<file path="config.mk">
export PLATFORM = sky130hd
export DESIGN_NAME = regfile_multiport
export DESIGN_NICKNAME = d
export VERILOG_FILES = /design/src/rtl/regfile_multiport.sv
export SDC_FILE = /design/constraint.sdc
export NUM_CORES = 2
export LEC_CHECK = 0
export CORE_AREA = 2 2 312 314
export DETAILED_ROUTE_END_ITERATION = 10
export DIE_AREA = 0 0 314 316
export PLACE_DENSITY = 0.77
export REMOVE_ABC_BUFFERS = 1
export SYNTH_ARGS = -nofsm -noshare
export SYNTH_HDL_FRONTEND = slang
export SYNTH_SLANG_ARGS = --single-unit
</file>
<file path="constraint.sdc">
create_clock -name i_clk -period 8.6 [get_ports i_clk]
set_clock_uncertainty 0.15 [all_clocks]
set_input_delay 1.29 -clock i_clk [delete_from_list [all_inputs] [get_ports i_clk]]
set_output_delay 1.29 -clock i_clk [all_outputs]
set_load 0.005 [all_outputs]
</file>
<file path="src/rtl/regfile_multiport.sv">
// -----------------------------------------------------------------------------
// regfile_multiport
//
// Parametrised register file with one synchronous write port and READ_PORTS
// independent registered read ports. It feeds the ALU operand and store-data
// paths, and replaces the old combinational 32:1 operand selectors.
//
// Each read port is a 2**ADDR_WIDTH:1 selector. The selected value is captured
// in a per-port output register, so rdata/rvalid come only from flops and
// there is no combinational input-to-output path.
//
// Parameters
//   DATA_WIDTH  bits per register
//   ADDR_WIDTH  address bits, depth = 2**ADDR_WIDTH
//   READ_PORTS  number of read ports (1..4)
//   ZERO_REG    1: entry 0 reads as zero and ignores writes
//   BYPASS      1: a read of the address written on the same edge returns
//               the new data; 0: it returns the pre-write contents
//
// Ports
//   i_clk     sole clock, rising edge
//   i_rst     synchronous active-high reset; clears memory, rdata and rvalid
//   i_we      write enable
//   i_waddr   write address
//   i_wdata   write data
//   i_re      per-port read enable, bit p belongs to port p
//   i_raddr   flattened read addresses, port p at [p*ADDR_WIDTH +: ADDR_WIDTH]
//   o_rdata   flattened registered read data, port p at [p*DATA_WIDTH +: DATA_WIDTH]
//   o_rvalid  per-port flag: rdata slice holds the previous cycle's read
//
// Read contract: there is no back-pressure. A port that samples i_re[p]=1 on
// an edge (outside reset) always completes; o_rvalid[p] is high for exactly
// the cycle after that edge, and o_rdata slice p holds the result until the
// next read on that port replaces it.
// -----------------------------------------------------------------------------
module regfile_multiport #(
  parameter int DATA_WIDTH = 32,
  parameter int ADDR_WIDTH = 5,
  parameter int READ_PORTS = 2,
  parameter int ZERO_REG   = 1,
  parameter int BYPASS     = 1
) (
  input  logic                             i_clk,
  input  logic                             i_rst,
  input  logic                             i_we,
  input  logic [ADDR_WIDTH-1:0]            i_waddr,
  input  logic [DATA_WIDTH-1:0]            i_wdata,
  input  logic [READ_PORTS-1:0]            i_re,
  input  logic [READ_PORTS*ADDR_WIDTH-1:0] i_raddr,
  output logic [READ_PORTS*DATA_WIDTH-1:0] o_rdata,
  output logic [READ_PORTS-1:0]            o_rvalid
);

  localparam int DEPTH = 1 << ADDR_WIDTH;

  // Storage array
  logic [DATA_WIDTH-1:0] r_mem [DEPTH];

  // A write to entry 0 is dropped when it is hardwired to zero. Bypass also
  // keys off this qualified enable, so a dropped write is never forwarded.
  logic w_wr_en;
  assign w_wr_en = i_we && !((ZERO_REG != 0) && (i_waddr == '0));

  // Write port
  always_ff @(posedge i_clk) begin
    if (i_rst) begin
      for (int i = 0; i < DEPTH; i++) begin
        r_mem[i] <= '0;
      end
    end else if (w_wr_en) begin
      r_mem[i_waddr] <= i_wdata;
    end
  end

  // Read ports
  for (genvar p = 0; p < READ_PORTS; p++) begin : g_port
    logic [ADDR_WIDTH-1:0] w_addr;
    logic                  w_is_zero;
    logic                  w_hit;
    logic [DATA_WIDTH-1:0] w_sel;
    logic [DATA_WIDTH-1:0] r_rdata;
    logic                  r_rvalid;

    assign w_addr    = i_raddr[p*ADDR_WIDTH +: ADDR_WIDTH];
    assign w_is_zero = (ZERO_REG != 0) && (w_addr == '0);
    assign w_hit     = (BYPASS != 0) && w_wr_en && (i_waddr == w_addr);

    // Priority: the hardwired zero beats bypass, bypass beats the array.
    always_comb begin
      w_sel = r_mem[w_addr];
      if (w_hit) begin
        w_sel = i_wdata;
      end
      if (w_is_zero) begin
        w_sel = '0;
      end
    end

    // Data holds while re is low; only rvalid drops.
    always_ff @(posedge i_clk) begin
      if (i_rst) begin
        r_rdata  <= '0;
        r_rvalid <= 1'b0;
      end else begin
        r_rvalid <= i_re[p];
        if (i_re[p]) begin
          r_rdata <= w_sel;
        end
      end
    end

    assign o_rdata[p*DATA_WIDTH +: DATA_WIDTH] = r_rdata;
    assign o_rvalid[p]                         = r_rvalid;
  end

endmodule

</file>
# Word level (Yosys, flattened, before mapping)
# Memory sizes are Yosys's and may differ from the RTL's.
# Index checks and enable logic that the tools add are counted.
# word_totals
reg_bits,66
latch_bits,0
mem_bits_rw,1024
romBits,0
input_bits,52
wordCells,27
mem_count,1
# op_classes
add_sub_neg,0
multipliers,0
n_div,0
n_lt_le_gt_ge,0
eq_ne,2
shift,0
muxes,12
bitwise,0
reduce_logical,8
# mem_list
memory,depth,word_bits,rd,rd_clocked_by_memory_dff,write_ports,line_no,text
r_mem,32,32,2,0,32,57,logic [DATA_WIDTH-1:0] r_mem [DEPTH];
# op_table
operator,n
$mux 32,5
$reduce_or 32->1,1
$logic_not 5->1,3
$eq 5x5->1,2
$mux 1,6
$mux 5,1
$logic_and 1x1->1,3
$logic_not 1->1,1

# Logic depth before layout (Yosys ltp)
# depth
word_depth,8
mapped_depth,9
mapped_depth_nobuf,5

# Least setup slack after synthesis
# OpenSTA, ideal clock, no wires.
# synth_timing
path_kind,input to register
start,input i_waddr[3]
end,"memory r_mem[12][0], enable pin"
setup_ns,0.466
t_arrival_ns,4.440
setup_slack_ns,3.544
stages,6
n_path_buf,3
cell_sequence,buf_2 > or3_1 > buf_4 > nand4bb_1 > clkbuf_1 > o21ai_0
# synth_rtl
item,line_no,text
"start, declared",46,"input logic [ADDR_WIDTH-1:0] i_waddr,"
"end, declared",57,

# Worst setup path after layout
# layout_timing
start,input i_raddr[7]
end,register g_port[1].r_rdata[15]
# layout_between
elab_chain_cells,4
# layout_rtl
item,line_no,text
"start, declared",49,"input logic [READ_PORTS*ADDR_WIDTH-1:0] i_raddr,"
"parallel branches: the longest is 3 deep, another holds $mem_v2 32x32",-,
$mux 32 (*),94,if (w_is_zero) begin
"end signal, assigned",107,r_rdata <= w_sel;
"end, declared",81,logic [DATA_WIDTH-1:0] r_rdata;
# Mark *: on every way between the ends.
# A chain may end at the register's enable or synchronous reset.

==> flow_summary.ini <==
[timing]
timing.final.ws_setup_ns = 3.88
slew_violations = 0
finalSetupTns_ns = 0
post-route-period-util_pct = 54.9
fin_crit_ns = 4.72
finalSetupViolations = 0
rsz0062_at_grt = no
hold_violations = 0
relSlewSlack_pct = 5.87
worstMarginPinSlew_ns = 1.41
max_freq_ghz = 0.212

[placement]
hpwl_mm = 102
port-buffer-count = 117
gp_congestion = 0.910
pre_cts_ws_ns = 3.32

[setup_path]
arrival_ns = 5.13
worst-endpoint-required_ns = 9.01
endpoint = g_port[1].r_rdata[15]
reg2reg_slack_ns = 5.63
r2r_cells = 5
criticalPathCategory = primary input to register
cp_max_fo = 64
crit_path_start = i_raddr[7]
reg2reg_from = r_mem[20][6]
timing.rr.end = g_port[0].r_rdata[6]
startpoint_type = primary input
cp-end-kind = register

[synth]
ys.flop_type = edfxtp_1
ys_types = 43
ys_seq_elements = 1090
synth_top_area_share_pct = 53.8
synthSimpleGateAreaFrac_pct = 13.4
avgSynthCellArea_sq_um = 13.8
synth_compound_area_share_pct = 7.68
yosysWarningCount = 0
yosysTopAreaCell = edfxtp_1
synthMuxAreaShare_pct = 19.3
synth_top_family_by_area = multiplexers
synth_cells = 4125
yosys.area_share.adder_pct = 0
synth_area_sq_um = 57100
synthTopCellsByCount = and2_1, edfxtp_1, mux2i_1
synth_top_cells_by_area = edfxtp_1, mux4_2, and2_1, mux2i_1, a22oi_1
synth_most_common_cell = and2_1
async_reset_ff_share_pct = 0
synth_edf_count = 1024
yosysSeqAreaShare_pct = 56.2
synth_xor_xnor_area_share_pct = 0.153

[clock_tree]
cts.clk_slew.worst_paths_ns = 0.07
clk_path_buf_depth = 3
cts_tree = built
cts_resized = 0
worstSkewPairLatency_ns = 0.70
ctsRootBufferMaster = clkbuf_16
cts_setup_buffers = 0
cts_num_sinks = 1090
cts_hold_buf = 0
cts_made_buffers = 108
htree_levels = 3

[die]
row_count = 114
die_height_um = 316
die_w_um = 314
die_area_sq_um = 99200
io_pins = 118
start_util_pct = 59.5
core_region_area_sq_um = 96000

[power]
vdd_drop_max_mv = 0.169
power_density_nw_per_um2 = 200
leakage_nw = 22.4

[global_routing]
gr-usage-all-layers_pct = 37.3
grt_overflow = 0
antenna_found_initial = 7
grt_pass1_wl_mm = 264
first_global_vias = 38479
grt_max_degree = 101

[cells_and_area]
area_growth_pct = 10.9
fin_nets = 4111
fillers = 6646
final_util_pct = 66.0
drive_gt1_share_pct = 16.5

[worst_hold_path]
holdCritPathClass = register to register
worstHoldStart = g_port[0].r_rdata[16]

[drt]
num_vias = 38875
routed_wl_mm = 185
dr.pass1.iters = 6
viasPerCell = 7.16
drc_errors = 0
wl_per_cell_um = 34.1
drtAntennaViolNets = 0
first_iter_violations = 5932

[outcome]
status = complete, no violations

[run]
cap_viol_max_count = 0
## metal layers
metal  vias to the layer above  track usage (%)  part of all wire, %
li1                      15576                -                    -
met1                     19418             48.5                   34
met2                      3182             56.7                   45
met3                       689             11.5                   15
met4                        10             19.5                  5.6
met5                         -                0                0.041
## logic make-up (layout without fill, tap and decap cells)
group | count (synthesis) | in the layout
AND/OR/NAND/NOR | 1257 | 1257
flip-flops | 1090 | 1090
AO/OA/AOI/OAI | 618 | 618
buffers and inverters | 441 | 438
multiplexers | 708 | 708
other | 1 | 35
XOR/XNOR | 10 | 10
## power by group
part / switching [mW] / leakage [nW] / internal, mW
sequential: 0.188 / 10.3 / 6.10
clock: 2.07 / 1.79 / 2.84
combinational: 0.869 / 10.3 / 0.582
total: 3.12 / 22.4 / 9.52
## sequential cells by signal (all words and copies together) (netlist names)
name and count:
g_port.r_rvalid 2, g_port.r_rdata 64, r_mem 1024
## worst min-delay path by stage
stage / to / slack [ns] / cells after the start
2_1_floorplan: g_port[1].r_rdata[0] / 0.39 / 2
5_1_grt: g_port[0].r_rdata[25] / 0.48 / 2
6_report: g_port[0].r_rdata[16] / 0.45 / 2
3_3_place_gp: g_port[0].r_rdata[25] / 0.43 / 2
3_5_place_dp: g_port[0].r_rdata[21] / 0.43 / 2
4_1_cts: g_port[0].r_rdata[16] / 0.44 / 2
## layout make-up
| class | count | area, sq um | area share, % |
|---|---|---|---|
| Tap cell | 1276 | 1600 | 2.52 |
| Clock buffer | 140 | 2960 | 4.67 |
| Antenna cell | 3 | 7.51 | 0.0118 |
| Timing Repair Buffer | 232 | 2110 | 3.33 |
| Sequential cell | 1090 | 32100 | 50.6 |
| Multi-Input combinational cell | 2625 | 23900 | 37.8 |
| Clock inverter | 64 | 678 | 1.07 |
| Inverter | 2 | 7.51 | 0.0118 |
## metrics by stage
stage	area [sq um]	total power [mW]	std cells	hold slack, ns
global placement	59700	7.76	5225	0.430
floorplan	55400	7.04	3717	0.392
global route	63400	12.9	5429	0.479
detailed placement	59700	7.79	5225	0.428
CTS	63400	12.6	5429	0.443
finish	63400	12.6	5432	0.452
## placed cells by master (no fill, tap or decap), types with 62 or more instances in the layout
master,instances
and2_1,1024
nor2b_1,65
a21oi_1,130
a221oi_1,64
clkdlybuf4s50_1,109
clkbuf_16,111
buf_4,110
mux2i_1,392
edfxtp_1,1024
a211oi_1,62
mux4_2,316
a22oi_1,227
dfxtp_1,66
## critical path: stages
cell and delay [ns]:
buf_8 0.40, buf_4 0.57, buf_4 0.75, xnor2_1 0.20, nand3_1 0.28, o311ai_4 0.29
buf_4 0.50, a21oi_1 0.26, or3_1 0.43
(Power assumes the default switching activity.)
